### config.mk
export PLATFORM = sky130hd
export DESIGN_NAME = data_mem_arbiter
export DESIGN_NICKNAME = d
export VERILOG_FILES = /design/src/rtl/data_mem_arbiter.sv
export SDC_FILE = /design/constraint.sdc
export NUM_CORES = 1
export LEC_CHECK = 0
export CORE_AREA = 3 3 116 118
export DETAILED_ROUTE_END_ITERATION = 7
export DIE_AREA = 0 0 119 121
export PLACE_DENSITY = 0.66
export SYNTH_ARGS = -nofsm -noshare
export SYNTH_HDL_FRONTEND = slang
export SYNTH_SLANG_ARGS = --single-unit
### constraint.sdc
create_clock -name CLK -period 2 [get_ports CLK]
set_input_delay 0.4 -clock CLK [delete_from_list [all_inputs] [get_ports CLK]]
set_output_delay 0.4 -clock CLK [all_outputs]
set_load 0.02 [all_outputs]
### src/rtl/data_mem_arbiter.sv
// Two-port arbiter for the shared data memory / I/O block: CPU on port 0, loader/DMA on port 1.
// The grant is combinational. Round-robin fairness, with an optional lock that holds at most MAX_BURST grants.
module data_mem_arbiter #(
    parameter int DW        = 32,
    parameter int AW        = 32,
    parameter int MAX_BURST = 8
) (
    input  logic          CLK,
    input  logic          Reset,
    input  logic          Req0,
    input  logic          Req1,
    input  logic          Lock0,
    input  logic          Lock1,
    input  logic [AW-1:0] Addr0,
    input  logic [AW-1:0] Addr1,
    input  logic [DW-1:0] WData0,
    input  logic [DW-1:0] WData1,
    input  logic          WE0,
    input  logic          WE1,
    output logic          Gnt0,
    output logic          Gnt1,
    output logic [DW-1:0] RData0,
    output logic [DW-1:0] RData1,
    output logic [AW-1:0] MemA,
    output logic [DW-1:0] MemWD,
    output logic          MemWE,
    input  logic [DW-1:0] MemRD,
    output logic [1:0]    Owner
);

    localparam int            CW      = $clog2(MAX_BURST + 1);
    localparam logic [CW-1:0] MAX_CNT = CW'(MAX_BURST);

    typedef enum logic [1:0] {
        OWN_NONE = 2'b00,
        OWN_P0   = 2'b01,
        OWN_P1   = 2'b10
    } owner_t;

    owner_t        owner_q, owner_d;
    logic [CW-1:0] burst_cnt, burst_d;
    logic          last_gnt, last_d;
    logic          gnt0, gnt1;
    logic          burst_ok;

    assign burst_ok = (burst_cnt < MAX_CNT);

    // Handshake: a requester holds Req and its access fields stable until it sees Gnt=1.
    // The access completes on the edge that ends the Gnt cycle. Req must not depend on Gnt.
    always_comb begin
        gnt0 = 1'b0;
        gnt1 = 1'b0;
        if (!Reset) begin
            if (owner_q == OWN_P0 && Req0 && burst_ok) begin
                gnt0 = 1'b1;
            end else if (owner_q == OWN_P1 && Req1 && burst_ok) begin
                gnt1 = 1'b1;
            end else if (Req0 && Req1) begin
                gnt0 = last_gnt;
                gnt1 = !last_gnt;
            end else begin
                gnt0 = Req0;
                gnt1 = Req1;
            end
        end
    end

    // When no port is granted, or the non-owner is granted, the lock falls back to none.
    always_comb begin
        owner_d = OWN_NONE;
        burst_d = '0;
        last_d  = last_gnt;
        if (gnt0) begin
            last_d = 1'b0;
            if (Lock0 && owner_q == OWN_P0 && burst_ok) begin
                owner_d = OWN_P0;
                burst_d = burst_cnt + CW'(1);
            end else if (Lock0) begin
                owner_d = OWN_P0;
                burst_d = CW'(1);
            end
        end else if (gnt1) begin
            last_d = 1'b1;
            if (Lock1 && owner_q == OWN_P1 && burst_ok) begin
                owner_d = OWN_P1;
                burst_d = burst_cnt + CW'(1);
            end else if (Lock1) begin
                owner_d = OWN_P1;
                burst_d = CW'(1);
            end
        end
    end

    // last_gnt resets to 1 so that port 0 wins the first tie.
    always_ff @(posedge CLK) begin
        if (Reset) begin
            owner_q   <= OWN_NONE;
            burst_cnt <= '0;
            last_gnt  <= 1'b1;
        end else begin
            owner_q   <= owner_d;
            burst_cnt <= burst_d;
            last_gnt  <= last_d;
        end
    end

    assign Gnt0   = gnt0;
    assign Gnt1   = gnt1;
    assign MemA   = gnt0 ? Addr0  : (gnt1 ? Addr1  : '0);
    assign MemWD  = gnt0 ? WData0 : (gnt1 ? WData1 : '0);
    assign MemWE  = gnt0 ? WE0    : (gnt1 ? WE1    : 1'b0);
    assign RData0 = gnt0 ? MemRD : '0;
    assign RData1 = gnt1 ? MemRD : '0;
    assign Owner  = owner_q;

endmodule

==> flow_summary_export.csv, run 1 <==
group,metric,value,unit
clock_network,cts.clk_slew.worst_paths,0.03,ns
timing,hold_viol_final,0,
synthesis,synth-compound-area-share,34.76,%
drt,drt_iter0_markers,166,
setup_path,cp_num_buf_inv,3,
setup_path,ff2ff_path_depth,6,
synthesis,netlist_area,1810,µm²
clock_network,cts-root-buf,"clkbuf_16",
floorplanning,io-pin-count,301,
floorplanning,die_x,119,µm
placement,io_buffer_count,300,
clock_network,cts_buffers,3,
timing,holdWs,0.5114,ns
power_and_ir_drop,pwr_density_cell,340.9,nW/µm²
floorplanning,die_area,14400,µm²
setup_path,worstPathMaxFanout,9,
cells_and_area,drive_gt1_share,39.31,%
power_and_ir_drop,clkPwrFrac,17.5,%
drt,viasPerCell,4.701,
setup_path,reg2reg_from,"burst_cnt[3]",
hold_path,min_to,"burst_cnt[3]",
timing,max_slew_margin,81.80,%
drt,postRouteAntennaNets,0,
drt,first_pass_iters,5,
clock_network,clkLatencyLatePin,0.23,ns
synthesis,synth_warnings,0,
placement,hpwlAfterDp,9.861,mm
setup_path,reg2reg_to,"burst_cnt[0]",
synthesis,synth_top_family_by_area,"simple AND/OR/NAND/NOR gates",
synthesis,ys_seq_area_share,7.740,%
timing,slew_violations,0,
synthesis,synth_fa_ha_area_share,0.6911,%
setup_path,crit_type,"reg -> out",
timing,worstMarginPinSlew,0.2723,ns
synthesis,synth.mux.area_fraction,0,%
setup_path,cp_cell_sequence,"and2b_4 -> o221ai_4 -> buf_12 -> clkbuf_16 -> a32oi_1 -> nor2_1 -> buf_4",
drt,drt-wirelength-per-cell,18.25,µm
drt,drc_errors,0,
status,status,"complete, but fails checks",
setup_path,cp_slowest_cell,"dfxtp_2",
power_and_ir_drop,switching_share,38.95,%
setup_path,setup.worst_path.start,"burst_cnt[3]",
status,failed_checks,"negative setup slack",
power_and_ir_drop,power_frac_comb,74.8,%
timing,layout_setup_ws,-0.1950,ns
clock_network,clockBufferDepth,2,
setup_path,path_delay_family,"buffers and inverters",
synthesis,synth_ff_type,"dfxtp_1",
floorplanning,coreArea,12570,µm²
hold_path,holdPathStages,1,
synthesis,synth_simple_gate_area_share,44.16,%
timing,period_share,109.8,%
cells_and_area,fin_nets,783,
grt,track_usage,17.14,%
synthesis,syn_nets,471,
hold_path,hp-start,"burst_cnt[2]",
synthesis,synth_edf_count,0,
floorplanning,start_util,14.41,%
power_and_ir_drop,p_sw,0.7628,mW
cells_and_area,antennaDiodeCount,0,
setup_path,cp-end-kind,"primary output",
setup_path,crit_arrival,1.80,ns
synthesis,synth_seq_cells,7,
clock_network,cts.sinks,7,
power_and_ir_drop,p_leak,2.349,nW
power_and_ir_drop,seq_power_share,7.7,%
timing,period_minus_slack,2.195,ns
power_and_ir_drop,peakVddDrop,0.2670,mV
timing,finalSetupViolCount,106,
timing,timing.fmax,455.6,MHz
drt,num_vias,3690,
hold_path,hold_class,"reg -> reg",
timing,setup-tns-final,-11.49,ns
synthesis,post_synth_num_cell_types,25,
grt,antenna_found_initial,0,
job,cap_viol_max_count,0,
setup_path,start_kind,"register",
clock_network,h-tree-depth,1,
grt,grt_max_degree,51,
synthesis,syn_area_per_cell,5.995,µm²
synthesis,postSynth.asyncResetShare,0,%
clock_network,cts_tree,"yes",
cells_and_area,area_delta_synth_final,217.3,%
placement,gp_congestion,0.7777,
grt,grt_pass1_wl,20.22,mm
synthesis,synth_xor_area_share,0.4838,%
drt,routed_wl,14.33,mm
timing,rsz0062_at_grt,"yes",
setup_path,rrSetupSlack,0.47,ns
floorplanning,die_y,121,µm
floorplanning,rows,41,
grt,grt_pass1_vias,3736,
setup_path,critPathMaxStageDelay,0.33,ns
power_and_ir_drop,p_int,1.196,mW
timing,fin_skew,0.004084,ns
synthesis,synthCells,302,
grt,globalRouteOverflowTotal,0,
setup_path,worstPathRequired,1.60,ns
==> worst max path at each step <==
stage | to | cells past startpoint | slack [ns]
finish | MemA[18] | 7 | -0.20
global route | MemA[3] | 7 | -0.26
CTS | MemWD[23] | 7 | -0.19
detailed placement | MemWD[21] | 6 | -0.78
global placement | MemWD[21] | 6 | -0.75
floorplan | MemA[23] | 6 | 0.003
==> logic make-up after synthesis <==
family | Yosys count
and+or+nand+nor | 181
xor gates and xnor gates | 1
adders and majority gates | 1
DFF | 7
AOI/OAI and AO/OA | 72
buffers and inverters | 40
==> cells in the mapped netlist, types with 2 or more instances <==
| library cell | number | share of area, % |
|---|---|---|
| a21oi_1 | 2 | 0.55 |
| a32oi_1 | 65 | 31 |
| and2_1 | 3 | 1.0 |
| buf_2 | 8 | 2.2 |
| buf_4 | 4 | 1.7 |
| buf_6 | 6 | 3.7 |
| clkbuf_1 | 21 | 4.4 |
| dfxtp_1 | 7 | 7.7 |
| nand2_1 | 2 | 0.41 |
| nand2b_1 | 33 | 11 |
| nand3_1 | 3 | 0.83 |
| nand4_1 | 2 | 0.69 |
| nor2_1 | 133 | 28 |
| nor3b_1 | 2 | 0.83 |
==> worst register-to-register path: stages (launching register included) <==
cell and delay (ns):
dfxtp_2 0.33, and2b_4 0.29, o221a_4 0.27, buf_16 0.20, buf_4 0.14, nand3_1 0.08, a21oi_1 0.16
==> registers in the layout, indices dropped and copies added, names as in the netlist <==
name       cells
Owner          2
burst_cnt      4
last_gnt       1
==> per-layer routing <==
layer	global-route usage [%]	part of all wire [%]
met1	19.07	38
met2	33.03	53
met3	4.802	8.3
met4	2.172	0.78
met5	0	0
==> repair_timing <==
action / CTS / global route
setup buffers: 5 / 3
gates resized for setup: 638 / 146
hold buffers: 0 / 0
gates cloned: 7 / 4
pin swaps: 8 / 28
endpoints found under the setup margin: 131 / 131
==> placed cells by master, fill, tap and decap left out, types with 2 or more instances in the layout <==
cell / count
clkdlybuf4s50_1: 166
o221ai_4: 2
nor2_1: 96
nand3_1: 3
buf_16: 5
nor2_2: 5
buf_6: 41
a32oi_1: 55
nand2_2: 2
nor2_4: 32
buf_4: 104
clkbuf_16: 7
nor3b_1: 2
dfxtp_2: 4
buf_12: 12
buf_2: 11
dfxtp_1: 3
a21oi_1: 2
and2_1: 3
nand2b_1: 32
a32oi_2: 10
nand4_1: 2
==> power by group through the flow <==
stage / clock [mW] / sequential (mW) / combinational [mW]
finish: 0.344 / 0.150 / 1.46
global route: 0.362 / 0.151 / 1.55
CTS: 0.344 / 0.149 / 1.32
detailed placement: 0 / 0.151 / 1.25
global placement: 0 / 0.150 / 1.24
floorplan: 0 / 0.153 / 0.513
==> cell type report <==
cell class | count | area (µm²)
multi-input combinational | 255 | 1833
tap | 172 | 215.2
clock buffer | 4 | 78.83
sequential | 7 | 145.1
timing repair buffer | 346 | 3468
fill | 1221 | 6824
inverter | 1 | 3.754
==> through the flow <==
step | power (mW) | setup slack [ns] | area (µm²) | utilization (%) | cells
CTS | 1.809 | -0.1907 | 5140 | 40.90 | 781
finish | 1.958 | -0.1950 | 5744 | 45.70 | 785
detailed placement | 1.398 | -0.7780 | 5140 | 40.90 | 765
global placement | 1.386 | -0.7529 | 5140 | 40.90 | 765
global route | 2.058 | -0.2562 | 5744 | 45.70 | 785
floorplan | 0.6664 | 0.003137 | 1810 | - | 302
(Power assumes the default switching activity.)
==> run 2, diff against run 1 <==
--- a/config.mk
+++ b/config.mk
@@ -8,7 +8,8 @@
 export CORE_AREA = 3 3 116 118
 export DETAILED_ROUTE_END_ITERATION = 7
 export DIE_AREA = 0 0 119 121
-export PLACE_DENSITY = 0.66
+export DONT_BUFFER_PORTS = 1
+export PLACE_DENSITY = 0.36
 export SYNTH_ARGS = -nofsm -noshare
 export SYNTH_HDL_FRONTEND = slang
 export SYNTH_SLANG_ARGS = --single-unit
==> run 2 against run 1 <==
The flow still finishes with violations (negative setup slack). Die area stayed put. First-iteration DRC count down 16%. Clock power fell by 1%. Largest cell class is now multi-input gates. Setup slack better by 0.027 ns. Highest routed layer unchanged. Core utilization down 17 points.
==> flow_summary_export.csv, run 2 (synthesis results as in run 1) <==
group,metric,value,unit
status,status,"complete, but fails checks",
status,failed_checks,"negative setup slack",
timing,layout_setup_ws,-0.1680,ns
grt,grt_pass1_vias,2694,
clock_network,cts_hold_buf,0,
cells_and_area,drive_gt1_share,45.19,%
power_and_ir_drop,p_int,0.8421,mW
clock_network,clkLatencyLatePin,0.23,ns
timing,worstMarginPinSlew,0.5006,ns
setup_path,cp-end-kind,"primary output",
timing,timing.fmax,461.3,MHz
timing,hold_viol_final,0,
cells_and_area,final_common_cell,"nor2_1",
timing,rsz0062_at_grt,"yes",
clock_network,cts_buffers,3,
timing,fin_skew,0.002332,ns
placement,hpwlAfterDp,7.511,mm
cells_and_area,final_area,3571,µm²
setup_path,crit_type,"reg -> out",
timing,finalSetupViolCount,125,
cells_and_area,final_core_util,28.41,%
clock_network,cts.clk_slew.worst_paths,0.04,ns
power_and_ir_drop,total_power,1.443,mW
power_and_ir_drop,power_frac_comb,66.1,%
hold_path,hold_class,"in -> reg",
placement,dp.cells,573,
power_and_ir_drop,seq_power_share,10.3,%
drt,drt-wirelength-per-cell,20.33,µm
floorplanning,rows,41,
cells_and_area,antennaDiodeCount,0,
drt,drc_errors,0,
job,cap_viol_max_count,0,
cells_and_area,final.fill_count,1360,
clock_network,cts_tree,"yes",
floorplanning,die_x,119,µm
power_and_ir_drop,pwr_density_cell,404.1,nW/µm²
drt,first_pass_iters,4,
floorplanning,coreArea,12570,µm²
cells_and_area,fin_nets,586,
grt,antenna_found_initial,0,
setup_path,reg2reg_from,"Owner[0]",
timing,period_minus_slack,2.168,ns
drt,drt_iter0_markers,139,
cells_and_area,area_delta_synth_final,97.24,%
power_and_ir_drop,peakVddDrop,0.2143,mV
drt,postRouteAntennaNets,0,
timing,period_share,108.4,%
grt,track_usage,13.03,%
clock_network,cts-root-buf,"clkbuf_16",
power_and_ir_drop,clkPwrFrac,23.6,%
cells_and_area,regMostFlops,"burst_cnt",
timing,max_slew_margin,66.63,%
setup_path,worstPathMaxFanout,15,
placement,gp_congestion,0.7515,
grt,globalRouteOverflowTotal,0,
floorplanning,die_area,14400,µm²
placement,io_buffer_count,0,
clock_network,cts.sinks,7,
floorplanning,io-pin-count,301,
power_and_ir_drop,p_sw,0.6009,mW
cells_and_area,final_cell_mix,"nor2_1 (119), buf_4 (118), a32oi_1 (51)",
setup_path,start_kind,"register",
floorplanning,die_y,121,µm
power_and_ir_drop,switching_share,41.64,%
cells_and_area,layoutNonFillerInstCount,588,
grt,grt_max_degree,104,
grt,grt_pass1_wl,14.99,mm
cells_and_area,largest_reg_flops,4,
floorplanning,start_util,14.41,%
drt,viasPerCell,4.991,
timing,slew_violations,0,
placement,placed_area,2913,µm²
setup_path,crit_arrival,1.77,ns
setup_path,worstPathRequired,1.60,ns
power_and_ir_drop,p_leak,1.500,nW
clock_network,h-tree-depth,1,
drt,routed_wl,11.95,mm
drt,num_vias,2935,
setup_path,setup.worst_path.start,"burst_cnt[3]",
clock_network,clockBufferDepth,2,
hold_path,hp-start,"Reset",
-- run 2: changes by cell type in the layout (fill, tap and decap cells not counted), moves of 3 or more --
cell,before,now
a32oi_1,55,51
a32oi_2,10,13
buf_12,12,5
buf_2,11,0
buf_4,104,118
buf_6,41,15
clkdlybuf4s50_1,166,0
nor2_1,96,119
nor2_4,32,9
-- run 2: power groups by stage --
stage	clock (mW)	sequential [mW]	combinational [mW]
floorplan	0	0.153	0.513
global placement	0	0.151	0.745
detailed placement	0	0.151	0.755
CTS	0.343	0.149	0.861
global route	0.350	0.150	1.01
finish	0.340	0.149	0.954
-- run 2: layout make-up --
class	count	area, µm²	share of cell area [%]
clock buffer	4	78.83	2.207
inverter	1	3.754	0.1051
multi-input combinational	255	1685	47.20
sequential	7	142.6	3.994
tap	172	215.2	6.027
timing repair buffer	149	1445	40.47
-- run 2: routing by layer --
metal | GRT usage (%) | share of wire [%] | vias up
li1 | - | - | 1327
met1 | 15.42 | 37 | 1362
met2 | 24.16 | 52 | 224
met3 | 1.585 | 8.6 | 22
met4 | 4.490 | 2.7 | 0
met5 | 0 | 0 | -
-- run 2: final timing paths --
path                   to  slack [ns]  cells after the start
max             MemWD[13]       -0.17                      6
min          burst_cnt[0]        0.25                      1
max reg2reg      Owner[1]        0.49                      6
min reg2reg  burst_cnt[3]        0.51                      1
-- run 2: what timing repair did --
action,CTS,global route
pin swaps,8,9
endpoints found under the setup margin,125,126
cloned,5,5
buffers inserted,1,0
gates resized for setup,25,43
-- run 2: critical path, cell delays in order, from the launching register on --
cell and delay (ns):
dfxtp_2 0.32, and2b_4 0.28, o221a_4 0.35, clkbuf_16 0.25, a32oi_1 0.06, nor2_1 0.11
buf_4 0.16
-- run 2: metrics by stage --
stage	worst slack (ns)	TNS (ns)	hold WS, ns
after floorplan	0.003137	0	0.4969
final	-0.1680	-12.82	0.2452
after detailed placement	0.002041	0	0.4863
after CTS	-0.1526	-12.71	0.2462
after global routing	-0.2227	-22.25	0.2501
after global placement	0.03661	0	0.4824
